## src/rtl/bus_mmu_n.sv

```systemverilog
// Bus decode / MMU between the core load/store path and NCH slave blocks.
// A master request is decoded against NCH base/mask regions (lowest index
// wins on overlap), forwarded to the selected slave with a registered
// one-hot select and region offset, and answered with a one-cycle m_ready
// strobe. Unmapped addresses and slaves that never respond (timeout) are
// reported through m_err.
//
// Handshake: the master raises m_req with m_addr/m_we/m_wdata stable; the
// unit samples it only in IDLE and answers with exactly one m_ready cycle
// carrying m_rdata/m_err. A slave completes by pulsing its s_ready bit while
// its s_sel bit is high; s_ready on any other channel is ignored.
module bus_mmu_n #(
  parameter int                 NCH         = 3,
  parameter int                 AW          = 32,
  parameter int                 DW          = 32,
  parameter logic [NCH*AW-1:0]  REGION_BASE = {32'h2000, 32'h1000, 32'h0000},
  parameter logic [NCH*AW-1:0]  REGION_MASK = {32'hFFFFFFF0, 32'hFFFFF000, 32'hFFFFF000},
  parameter int                 TIMEOUT_CYC = 16
) (
  input  logic              clk,
  input  logic              rst_n,
  input  logic              m_req,
  input  logic              m_we,
  input  logic [AW-1:0]     m_addr,
  input  logic [DW-1:0]     m_wdata,
  output logic              m_ready,
  output logic [DW-1:0]     m_rdata,
  output logic              m_err,
  output logic [NCH-1:0]    s_sel,
  output logic              s_we,
  output logic [AW-1:0]     s_addr,
  output logic [DW-1:0]     s_wdata,
  input  logic [NCH-1:0]    s_ready,
  input  logic [NCH*DW-1:0] s_rdata,
  output logic [NCH*16-1:0] hit_cnt
);

  localparam int IW = (NCH > 1) ? $clog2(NCH) : 1;
  localparam int CW = 16;

  typedef enum logic [1:0] {IDLE = 2'd0, ACCESS = 2'd1, RESP = 2'd2} state_t;

  state_t          state_q, state_d;
  logic            m_ready_q, m_ready_d;
  logic            m_err_q, m_err_d;
  logic [DW-1:0]   m_rdata_q, m_rdata_d;
  logic [NCH-1:0]  s_sel_q, s_sel_d;
  logic            s_we_q, s_we_d;
  logic [AW-1:0]   s_addr_q, s_addr_d;
  logic [DW-1:0]   s_wdata_q, s_wdata_d;
  logic [IW-1:0]   ch_q, ch_d;
  logic [CW-1:0]   cnt_q, cnt_d;
  logic [15:0]     hit_q [NCH];
  logic [15:0]     hit_d [NCH];

  logic            dec_hit;
  logic [IW-1:0]   dec_idx;
  logic [AW-1:0]   dec_off;
  logic            sel_ready;
  logic [DW-1:0]   sel_rdata;
  logic            timeout_hit;

  // Address decode: scan from the top so the lowest matching channel wins.
  always_comb begin
    dec_hit = 1'b0;
    dec_idx = '0;
    dec_off = '0;
    for (int i = NCH - 1; i >= 0; i--) begin
      if ((m_addr & REGION_MASK[i*AW +: AW]) ==
          (REGION_BASE[i*AW +: AW] & REGION_MASK[i*AW +: AW])) begin
        dec_hit = 1'b1;
        dec_idx = IW'(i);
        dec_off = m_addr & ~REGION_MASK[i*AW +: AW];
      end
    end
  end

  // Pick the ready/rdata of the latched channel only; other slaves are ignored.
  always_comb begin
    sel_ready = 1'b0;
    sel_rdata = '0;
    for (int i = 0; i < NCH; i++) begin
      if (ch_q == IW'(i)) begin
        sel_ready = s_ready[i];
        sel_rdata = s_rdata[i*DW +: DW];
      end
    end
  end

  assign timeout_hit = (TIMEOUT_CYC != 0) && (cnt_q == CW'(TIMEOUT_CYC - 1));

  // Next-state and registered-output logic for the IDLE/ACCESS/RESP FSM.
  always_comb begin
    state_d   = state_q;
    m_ready_d = 1'b0;
    m_err_d   = 1'b0;
    m_rdata_d = m_rdata_q;
    s_sel_d   = s_sel_q;
    s_we_d    = s_we_q;
    s_addr_d  = s_addr_q;
    s_wdata_d = s_wdata_q;
    ch_d      = ch_q;
    cnt_d     = cnt_q;
    for (int i = 0; i < NCH; i++) hit_d[i] = hit_q[i];

    case (state_q)
      IDLE: begin
        if (m_req) begin
          if (dec_hit) begin
            ch_d      = dec_idx;
            s_sel_d   = NCH'(1) << dec_idx;
            s_we_d    = m_we;
            s_addr_d  = dec_off;
            s_wdata_d = m_wdata;
            cnt_d     = '0;
            state_d   = ACCESS;
          end else begin
            m_ready_d = 1'b1;
            m_err_d   = 1'b1;
            m_rdata_d = '0;
            state_d   = RESP;
          end
        end
      end
      ACCESS: begin
        cnt_d = cnt_q + 1'b1;
        if (sel_ready) begin
          m_ready_d = 1'b1;
          m_rdata_d = s_we_q ? '0 : sel_rdata;
          s_sel_d   = '0;
          s_we_d    = 1'b0;
          state_d   = RESP;
          for (int i = 0; i < NCH; i++) begin
            if (ch_q == IW'(i) && hit_q[i] != 16'hFFFF) hit_d[i] = hit_q[i] + 16'd1;
          end
        end else if (timeout_hit) begin
          m_ready_d = 1'b1;
          m_err_d   = 1'b1;
          m_rdata_d = '0;
          s_sel_d   = '0;
          s_we_d    = 1'b0;
          state_d   = RESP;
        end
      end
      RESP: begin
        cnt_d   = '0;
        state_d = IDLE;
      end
      default: begin
        s_sel_d = '0;
        s_we_d  = 1'b0;
        state_d = IDLE;
      end
    endcase
  end

  // State and output registers; reset aborts any access in flight.
  always_ff @(posedge clk or negedge rst_n) begin
    if (!rst_n) begin
      state_q   <= IDLE;
      m_ready_q <= 1'b0;
      m_err_q   <= 1'b0;
      m_rdata_q <= '0;
      s_sel_q   <= '0;
      s_we_q    <= 1'b0;
      s_addr_q  <= '0;
      s_wdata_q <= '0;
      ch_q      <= '0;
      cnt_q     <= '0;
      for (int i = 0; i < NCH; i++) hit_q[i] <= '0;
    end else begin
      state_q   <= state_d;
      m_ready_q <= m_ready_d;
      m_err_q   <= m_err_d;
      m_rdata_q <= m_rdata_d;
      s_sel_q   <= s_sel_d;
      s_we_q    <= s_we_d;
      s_addr_q  <= s_addr_d;
      s_wdata_q <= s_wdata_d;
      ch_q      <= ch_d;
      cnt_q     <= cnt_d;
      for (int i = 0; i < NCH; i++) hit_q[i] <= hit_d[i];
    end
  end

  // Flatten the per-channel counters onto the output bus, ch0 in the LSBs.
  always_comb begin
    hit_cnt = '0;
    for (int i = 0; i < NCH; i++) hit_cnt[i*16 +: 16] = hit_q[i];
  end

  assign m_ready = m_ready_q;
  assign m_err   = m_err_q;
  assign m_rdata = m_rdata_q;
  assign s_sel   = s_sel_q;
  assign s_we    = s_we_q;
  assign s_addr  = s_addr_q;
  assign s_wdata = s_wdata_q;

endmodule

```

## config.mk

```make
export PLATFORM = sky130hd
export DESIGN_NAME = bus_mmu_n
export DESIGN_NICKNAME = d
export VERILOG_FILES = /design/src/rtl/bus_mmu_n.sv
export SDC_FILE = /design/constraint.sdc
export NUM_CORES = 1
export LEC_CHECK = 0
export ABC_AREA = 1
export BUFFER_PORTS_ARGS = -buffer_cell sky130_fd_sc_hd__buf_4
export CAP_MARGIN = 25
export CORE_MARGIN = 3
export CORE_UTILIZATION = 55
export CTS_BUF_LIST = sky130_fd_sc_hd__clkbuf_4
export DETAILED_ROUTE_END_ITERATION = 16
export PLACE_DENSITY = 0.95
export SLEW_MARGIN = 40
export SYNTH_ARGS = -nofsm -noshare
export SYNTH_HDL_FRONTEND = slang
export SYNTH_SLANG_ARGS = --single-unit
```

## constraint.sdc

```tcl
create_clock -name clk -period 3.8 [get_ports clk]
set_input_delay 0.19 -clock clk [delete_from_list [all_inputs] [get_ports clk]]
set_output_delay 0.19 -clock clk [all_outputs]
set_load 0.1 [all_outputs]
```

==> results of run 1 <==
power breakdown:
part	total, mW	switching, mW	leakage [nW]	internal (mW)
registers	1.64	0.0279	2.04	1.61
clock network	1.03	0.582	0.150	0.445
logic	0.784	0.534	4.29	0.250
layout make-up:
class | count | area, um^2 | area share, %
multi-input cells | 856 | 3870 | 32.4
flip-flops and latches | 150 | 3750 | 31.4
repair buffers | 420 | 3460 | 28.9
inverters | 94 | 353 | 2.95
well taps | 184 | 230 | 1.92
clock inverters | 14 | 140 | 1.17
clock buffers | 18 | 135 | 1.13
diodes | 5 | 12.5 | 0.105
cell usage in the layout, fill, tap and decap left out, drive strengths merged:
cell	Yosys	routed
xor2	25	25
a211o	1	1
inv	94	94
a21oi	1	1
bufinv	0	3
nand3	118	118
clkinv	0	10
nand4	25	25
diode	0	5
o21ai	29	29
nor3	25	25
dlygate4sd3	0	116
and2	1	1
clkbuf	16	19
o21bai	3	3
nand3b	2	2
or2	4	4
a31o	1	1
dfrtp	150	150
nor2	70	70
clkinvlp	0	1
ha	4	4
buf	42	303
xnor2	9	9
nor4	2	2
nand2	513	513
o211ai	3	3
conb	1	20
synth_stat cells (all sizes together):
| library cell | number | area (um^2) |
|---|---|---|
| nand2 | 513 | 1950 |
| dfrtp | 150 | 3750 |
| nand3 | 118 | 611 |
| inv | 94 | 353 |
| nor2 | 70 | 303 |
| buf | 42 | 310 |
| o21ai | 29 | 145 |
| nand4 | 25 | 156 |
| nor3 | 25 | 150 |
| xor2 | 25 | 219 |
| clkbuf | 16 | 60.1 |
| xnor2 | 9 | 78.8 |
| ha | 4 | 50.1 |
| or2 | 4 | 25.0 |
| o211ai | 3 | 22.5 |
| o21bai | 3 | 22.5 |
| nand3b | 2 | 15.0 |
| nor4 | 2 | 18.8 |
| a211o | 1 | 8.76 |
| a21oi | 1 | 5.00 |
| a31o | 1 | 8.76 |
| and2 | 1 | 6.26 |
| conb | 1 | 3.75 |
routing by layer:
layer  GRT usage [%]  vias to the layer above  wire length, um
met2            63.3                      927            15500
met1            47.0                     4672            11400
met4            28.8                        0             3060
met5               0                        -                0
li1                -                     4334                -
met3            12.6                      297             4020
worst reg2reg max path, stage by stage, from the launching register on:
cell and delay [ns]:
dfrtp_1 0.46, inv_2 0.09, nor2_4 0.64, nand2_1 0.19, nand3_2 0.21, nor3_1 0.10, nand2_1 0.50, inv_1 0.38
nand2_1 0.16, nand2_1 0.05
cells by family after synthesis:
kind of cell | Yosys count | share of synthesized area (%)
xor gates and xnor gates | 34 | 3.60
other | 1 | 0.0453
adders and majority gates | 4 | 0.605
and+or+nand+nor | 760 | 39.1
DFF | 150 | 45.4
buffers and inverters | 152 | 8.74
AOI/OAI and AO/OA | 38 | 2.57
worst max-delay path by stage:
| stage | from | endpoint | slack (ns) | cells past startpoint |
|---|---|---|---|---|
| floorplan | hit_cnt[16] | hit_cnt[21] | 1.36 | 11 |
| global placement | ch_q[0] | hit_cnt[31] | 1.26 | 8 |
| finish | ch_q[1] | hit_cnt[31] | 0.92 | 9 |
| detailed placement | ch_q[0] | hit_cnt[31] | 1.12 | 8 |
| global route | ch_q[0] | hit_cnt[21] | 0.78 | 8 |
| CTS | ch_q[0] | hit_cnt[31] | 1.12 | 8 |
metrics by stage:
stage                     worst slack [ns]  util, %  hold WS, ns  area [um^2]
after global routing                 0.778     81.6       0.0166        12000
after floorplan                       1.36        -       -0.106         8340
final                                0.921     81.7       0.0405        12000
after CTS                             1.12     81.4      0.00588        11900
after detailed placement              1.12     71.7        0.322        10500
after global placement                1.26     71.6        0.315        10500
sequential cells by signal, summed over array words and instances, names as in the netlist:
name	cells
hit_cnt	48
m_rdata	32
s_wdata	32
cnt_q	16
s_addr	12
s_sel	3
ch_q	2
state_q	2
m_err	1
m_ready	1
s_we	1
==> tab_implementation.tex, run 1 <==
\begin{tabular}{lr}
\hline
Metric & Value \\
\hline
\multicolumn{2}{l}{\textbf{Clock tree}} \\
\quad H-tree Lvls & 4 \\
\quad Number of hold buffers added after CTS & 114 \\
\quad Total of cells resized after clock tree synthesis & 0 \\
\quad Clock sink count & 150 \\
\quad Clock latency on the worst-skew pair & 0.58 ns \\
\quad Root Buffer & clkbuf\_4 \\
\quad Maximum clock path buffer count & 2 \\
\quad CTS clock-pin slew for the worst setup and hold paths & 0.13 ns \\
\quad Number of buffers inserted during clock tree synthesis & 17 \\
\quad Number of buffers inserted to repair setup after CTS & 0 \\
\quad CTS tree & built \\
\multicolumn{2}{l}{\textbf{Critical path}} \\
\quad Most used cell, CP & nand2\_1 \\
\quad Req. time, crit path & 4.27 ns \\
\quad Reg2reg end & hit\_cnt[31] \\
\quad Ordered list of cells on the worst path & inv\_2 -> nor2\_4 -> nand2\_1 -> nand3\_2 -> nor3\_1 -> nand2\_1 -> inv\_1 -> nand2\_1 -> nand2\_1 \\
\quad Critical Path Fanout Max & 34 \\
\quad Worst path max stage delay & 0.64 ns \\
\quad R2r startpoint & ch\_q[1] \\
\quad Crit. End Element & register \\
\quad WP data arrival & 3.35 ns \\
\quad Register-to-Register Setup Slack & 0.92 ns \\
\quad Worst-case reg-to-reg path depth & 9 \\
\quad Setup CP Type & register to register \\
\quad Worst setup SP type & register \\
\quad Crit-path leading delay family & simple AND/OR/NAND/NOR gates \\
\quad Total buffers and inverters traversed by the critical path & 2 \\
\quad Slowest stage cell on the critical path & nor2\_4 \\
\multicolumn{2}{l}{\textbf{Timing}} \\
\quad Fmax achieved & around 350 MHz \\
\quad Period minus WS final & 2.88 ns \\
\quad Clock Skew & 0.0243 ns \\
\quad Total setup violations reported at the end of the flow & 0 \\
\quad Final worst-path cycle share & 75.8\% \\
\quad Final hold violations & 0 \\
\quad Setup Total Neg Slack & 0 ns \\
\quad Final slew viol count & 0 \\
\quad Unrepaired setup endpoints after global routing & false \\
\quad Transition time at the pin with the least slew margin & 0.833 ns \\
\quad Headroom to the max-slew limit & 44.3\% \\
\multicolumn{2}{l}{\textbf{Run status}} \\
\quad Status & completed \\
\multicolumn{2}{l}{\textbf{Floorplanning}} \\
\quad IO Pins & approximately 320 \\
\quad Floorplan die area & $\sim$17,000 um\^{}2 \\
\quad Die X & between 100 and 150 um \\
\quad Core Footprint & approximately 15,000 um\^{}2 \\
\quad Initial Util & between 50 and 60\% \\
\quad Standard-cell row count & between 40 and 50 \\
\quad Die height & 129 um \\
\multicolumn{2}{l}{\textbf{Placed design}} \\
\quad RePlAce Congestion & 0.956 \\
\quad Placed Instances & 1,588 \\
\quad Post-DP HPWL & $\sim$19,000 um \\
\quad \# port buffers & 296 \\
\multicolumn{2}{l}{\textbf{Finish}} \\
\quad Share of final-layout standard cells stronger than drive strength 1 & 23.6\% \\
\quad Filler cell count & 784 \\
\quad Final net count & between 1,500 and 2,000 \\
\quad Number of standard cells in the layout, taps in and fillers out & 1,741 \\
\quad Area added between synthesis and finish & 44.6\% \\
\multicolumn{2}{l}{\textbf{Flow run}} \\
\quad Number of max-cap violations & 0 \\
\multicolumn{2}{l}{\textbf{GRT}} \\
\quad Global-route wire length before repair & $\sim$52,000 um \\
\quad Number of antenna violations at the first check in global routing & 1 \\
\quad Pin count of the biggest net entering global routing & 97 \\
\quad Grt total ovfl & 0 \\
\quad Number of global-route vias before repair & 10,000 \\
\quad All-layer global routing usage & 40.4\% \\
\multicolumn{2}{l}{\textbf{Route}} \\
\quad First-pass detailed-route iteration total & 6 \\
\quad Total wirelength of the detailed-routed design & roughly 34,000 um \\
\quad Routed wirelength normalized by instance count & 19.6 um \\
\quad Number of remaining DRC errors & 0 \\
\quad DRC marker count from the first detailed-route iteration & around 1,300 \\
\quad Remaining antenna violation count after routing & 0 \\
\quad DR vias & 10,200 \\
\quad Via-to-Cell Ratio & 5.88 \\
\multicolumn{2}{l}{\textbf{Logic synthesis}} \\
\quad Yosys warns & 0 \\
\quad Post-synthesis area per instance & 7.26 um\^{}2 \\
\quad Synthesized netlist cell count & between 1,000 and 1,500 \\
\quad Area of the mapped netlist & around 8300 um\^{}2 \\
\quad Count of cell types in the netlist & 35 \\
\quad Number of register bits inferred by synthesis & 150 \\
\quad Register area share after synthesis & 45.4\% \\
\multicolumn{2}{l}{\textbf{Pwr}} \\
\quad Peak supply drop & 0.350 mV \\
\quad Leakage power & $\sim$6.5 nW \\
\quad Total power of the final layout & 3.45 mW \\
\quad Power density cells & about 290 nW/um\^{}2 \\
\multicolumn{2}{l}{\textbf{Min path}} \\
\quad Origin of the worst min-delay path & s\_rdata[55] \\
\quad Endpoint of the worst hold-timing path & m\_rdata[23] \\
\quad Min-Delay Path Depth & 5 \\
\quad Worst hold path type & input pin to register \\
\hline
\end{tabular}
Power figures use the tool's default switching activity.
==> inputs of run 2 (changes only) <==
--- a/config.mk
+++ b/config.mk
@@ -9,10 +9,10 @@
 export BUFFER_PORTS_ARGS = -buffer_cell sky130_fd_sc_hd__buf_4
 export CAP_MARGIN = 25
 export CORE_MARGIN = 3
-export CORE_UTILIZATION = 55
+export CORE_UTILIZATION = 51
 export CTS_BUF_LIST = sky130_fd_sc_hd__clkbuf_4
 export DETAILED_ROUTE_END_ITERATION = 16
-export PLACE_DENSITY = 0.95
+export PLACE_DENSITY = 0.91
 export SLEW_MARGIN = 40
 export SYNTH_ARGS = -nofsm -noshare
 export SYNTH_HDL_FRONTEND = slang
==> constraint.sdc (replaced) <==
create_clock -name clk -period 3 [get_ports clk]
set_input_delay 0.15 -clock clk [delete_from_list [all_inputs] [get_ports clk]]
set_output_delay 0.15 -clock clk [all_outputs]
set_load 0.1 [all_outputs]
==> run 2 against run 1 <==
Against the previous run:
- die area increased by 7.5%
- sequential power increased by 26%
- non-clock buffer count increased by 11
- via count decreased by 3.2%
- hold slack improved by 0.0012 ns
- combinational power increased by 24%
- power increased by 29%
- highest routed layer unchanged
==> tab_implementation.tex, run 2 (synthesized netlist as in run 1, its figures left out) <==
\begin{tabular}{lr}
\hline
Metric & Value \\
\hline
\multicolumn{2}{l}{\textbf{Finish}} \\
\quad Filler cell count & 962 (+23\%) \\
\quad Max FFs per register & 48 (unchanged) \\
\quad Final core utilization & 77.9\% (-3.8 points) \\
\quad Final net count & 1,721 (+0.64\%) \\
\quad Area added between synthesis and finish & 46.3\% \\
\quad Leading cell types in the layout, fill and taps excluded & nand2\_1 (509), buf\_4 (305), dfrtp\_1 (150) \\
\quad Number of standard cells in the layout, taps in and fillers out & 1,775 (+2.0\%) \\
\quad Commonest non-fill, non-tap cell in the layout & nand2\_1 \\
\quad Share of final-layout standard cells stronger than drive strength 1 & 23.9\% (+0.28 points) \\
\multicolumn{2}{l}{\textbf{Timing}} \\
\quad Period minus WS final & around 2.4 ns \\
\quad Final hold violations & 0 (unchanged) \\
\quad Transition time at the pin with the least slew margin & 0.693 ns (-0.141 ns) \\
\quad Final worst hold slack & 0.0417 ns (+0.00125 ns) \\
\quad Unrepaired setup endpoints after global routing & false \\
\quad Setup Total Neg Slack & 0 ns (unchanged) \\
\quad Final slew viol count & 0 (unchanged) \\
\quad Final worst-path cycle share & 79.0\% \\
\quad Total setup violations reported at the end of the flow & 0 (unchanged) \\
\quad Clock Skew & 0.0357 ns (+0.0114 ns) \\
\quad Fmax achieved & roughly 420 MHz \\
\quad Headroom to the max-slew limit & 53.8\% (+9.5 points) \\
\multicolumn{2}{l}{\textbf{Critical path}} \\
\quad Most used cell, CP & nand2\_1 \\
\quad R2r startpoint & ch\_q[0] \\
\quad Worst path max stage delay & 0.61 ns (-0.03 ns) \\
\quad Critical Path Fanout Max & 36 (+5.9\%) \\
\quad Critical path launch point & m\_addr[8] \\
\quad Worst setup SP type & input pin \\
\quad Slowest stage cell on the critical path & dlygate4sd3\_1 \\
\quad Ordered list of cells on the worst path & dlygate4sd3\_1 -> buf\_4 -> nor2\_1 -> nand4\_1 -> nor2\_1 -> nand2\_1 -> nand2\_1 -> buf\_4 -> nand4\_1 -> dlygate4sd3\_1 -> nand2\_1 \\
\quad WP data arrival & 2.90 ns (-0.45 ns) \\
\quad Req. time, crit path & 3.53 ns (-0.74 ns) \\
\quad Setup CP Type & input pin to register \\
\quad Crit. End Element & register \\
\multicolumn{2}{l}{\textbf{Clock tree}} \\
\quad Clock latency on the worst-skew pair & 0.61 ns (+0.03 ns) \\
\quad H-tree Lvls & 4 (unchanged) \\
\quad Total of cells resized after clock tree synthesis & 0 (unchanged) \\
\quad CTS clock-pin slew for the worst setup and hold paths & 0.15 ns (+0.02 ns) \\
\quad Number of buffers inserted during clock tree synthesis & 17 (unchanged) \\
\quad Root Buffer & clkbuf\_4 \\
\quad Maximum clock path buffer count & 2 (unchanged) \\
\quad Number of hold buffers added after CTS & 125 (+9.6\%) \\
\quad CTS tree & built \\
\quad Clock sink count & 150 (unchanged) \\
\quad Number of buffers inserted to repair setup after CTS & 0 (unchanged) \\
\multicolumn{2}{l}{\textbf{GRT}} \\
\quad GRT met2 Usage & 58.9\% (-4.4 points) \\
\quad Busiest layer in global routing & met2 \\
\quad Number of antenna violations at the first check in global routing & 0 (-1) \\
\quad Pin count of the biggest net entering global routing & 77 (-21\%) \\
\quad Global-route wire length before repair & 49,600 um (-5.0\%) \\
\quad Grt total ovfl & 0 (unchanged) \\
\quad Number of global-route vias before repair & 9,892 (-1.1\%) \\
\quad GR Layer Usage met3 & 10.8\% (-1.9 points) \\
\quad All-layer global routing usage & 34.7\% (-5.7 points) \\
\quad Global routing usage on met1 & 39.0\% (-8.0 points) \\
\multicolumn{2}{l}{\textbf{Route}} \\
\quad Number of remaining DRC errors & 0 (unchanged) \\
\quad DR vias & 9,899 (-3.2\%) \\
\quad DRC marker count from the first detailed-route iteration & 976 (-25\%) \\
\quad Remaining antenna violation count after routing & 0 (unchanged) \\
\quad Via-to-Cell Ratio & 5.58 (-5.1\%) \\
\quad First-pass detailed-route iteration total & 6 (unchanged) \\
\quad Total wirelength of the detailed-routed design & 31,300 um (-8.1\%) \\
\quad Routed wirelength normalized by instance count & 17.6 um (-9.9\%) \\
\multicolumn{2}{l}{\textbf{Pwr}} \\
\quad Leakage power & 6.52 nW (+0.70\%) \\
\quad Power density cells & 367 nW/um\^{}2 (+27\%) \\
\quad Total power of the final layout & 4.44 mW (+29\%) \\
\quad Peak supply drop & 0.346 mV (-1.2\%) \\
\multicolumn{2}{l}{\textbf{Floorplanning}} \\
\quad Floorplan die area & 17,800 um\^{}2 (+7.5\%) \\
\quad Die height & 133 um (+3.7\%) \\
\quad Die X & 133 um (+3.7\%) \\
\quad Standard-cell row count & 45 (+2.3\%) \\
\quad Initial Util & 53.2\% (-3.3 points) \\
\quad IO Pins & 317 (unchanged) \\
\quad Core Footprint & 15,500 um\^{}2 (+6.1\%) \\
\multicolumn{2}{l}{\textbf{Placed design}} \\
\quad Post-DP HPWL & 18,400 um (-1.4\%) \\
\quad RePlAce Congestion & 0.959 (+0.37\%) \\
\quad Placed Instances & 1,617 (+1.8\%) \\
\quad \# port buffers & 296 (unchanged) \\
\multicolumn{2}{l}{\textbf{Flow run}} \\
\quad Number of max-cap violations & 0 (unchanged) \\
\multicolumn{2}{l}{\textbf{Run status}} \\
\quad Status & completed \\
\multicolumn{2}{l}{\textbf{Min path}} \\
\quad Worst hold path type & input pin to register \\
\quad Origin of the worst min-delay path & m\_addr[20] \\
\hline
\end{tabular}
[run 2: cell count changes in the layout (fill, tap and decap cells not counted), moves of 2 or more]
cell	change
clkinv_2	-4
inv_6	+7
diode_2	-4
dlygate4sd3_1	+9
clkinvlp_4	+2
inv_8	+3
buf_4	+4
clkinv_1	-6
[run 2: worst paths after layout]
check                               to  slack (ns)  depth (start not counted)
max reg2reg                m_rdata[25]        0.75                          7
max in group asynchronous  m_rdata[18]        1.96                          3
min                            ch_q[0]        0.04                          6
max                          s_addr[0]        0.63                         11
min reg2reg                m_rdata[21]        0.49                          2
min in group asynchronous   hit_cnt[3]        0.13                          2
[run 2: final cells by class]
type	count	area [um^2]	share of cell area (%)
clock inverters	15	178	1.47
repair buffers	431	3550	29.3
diodes	1	2.50	0.0207
clock buffers	17	128	1.05
flip-flops and latches	150	3750	31.0
inverters	94	353	2.92
multi-input cells	856	3870	32.0
well taps	211	264	2.18
[run 2: where the power goes]
group / internal, mW / leakage [nW] / switching [mW] / total [mW]
combinational: 0.324 / 4.33 / 0.648 / 0.972
clock: 0.528 / 0.157 / 0.868 / 1.40
sequential: 2.05 / 2.04 / 0.0233 / 2.07
[run 2: metrics by stage]
| stage | worst slack (ns) | cell area (um^2) |
|---|---|---|
| floorplan | 0.556 | 8340 |
| global placement | 0.949 | 10500 |
| detailed placement | 0.858 | 10500 |
| CTS | 0.820 | 12100 |
| global route | 0.605 | 12100 |
| finish | 0.629 | 12100 |
[run 2: critical path: cells and delay by family]
kind / cells / cell delay (ns)
buffers and inverters: 4 / 1.71
AND/OR/NAND/NOR: 7 / 1.03
[run 2: routing by layer]
layer	vias to the layer above	routed length (um)
li1	4362	-
met1	4614	10900
met2	727	15100
met3	196	3200
met4	0	2030
met5	-	0
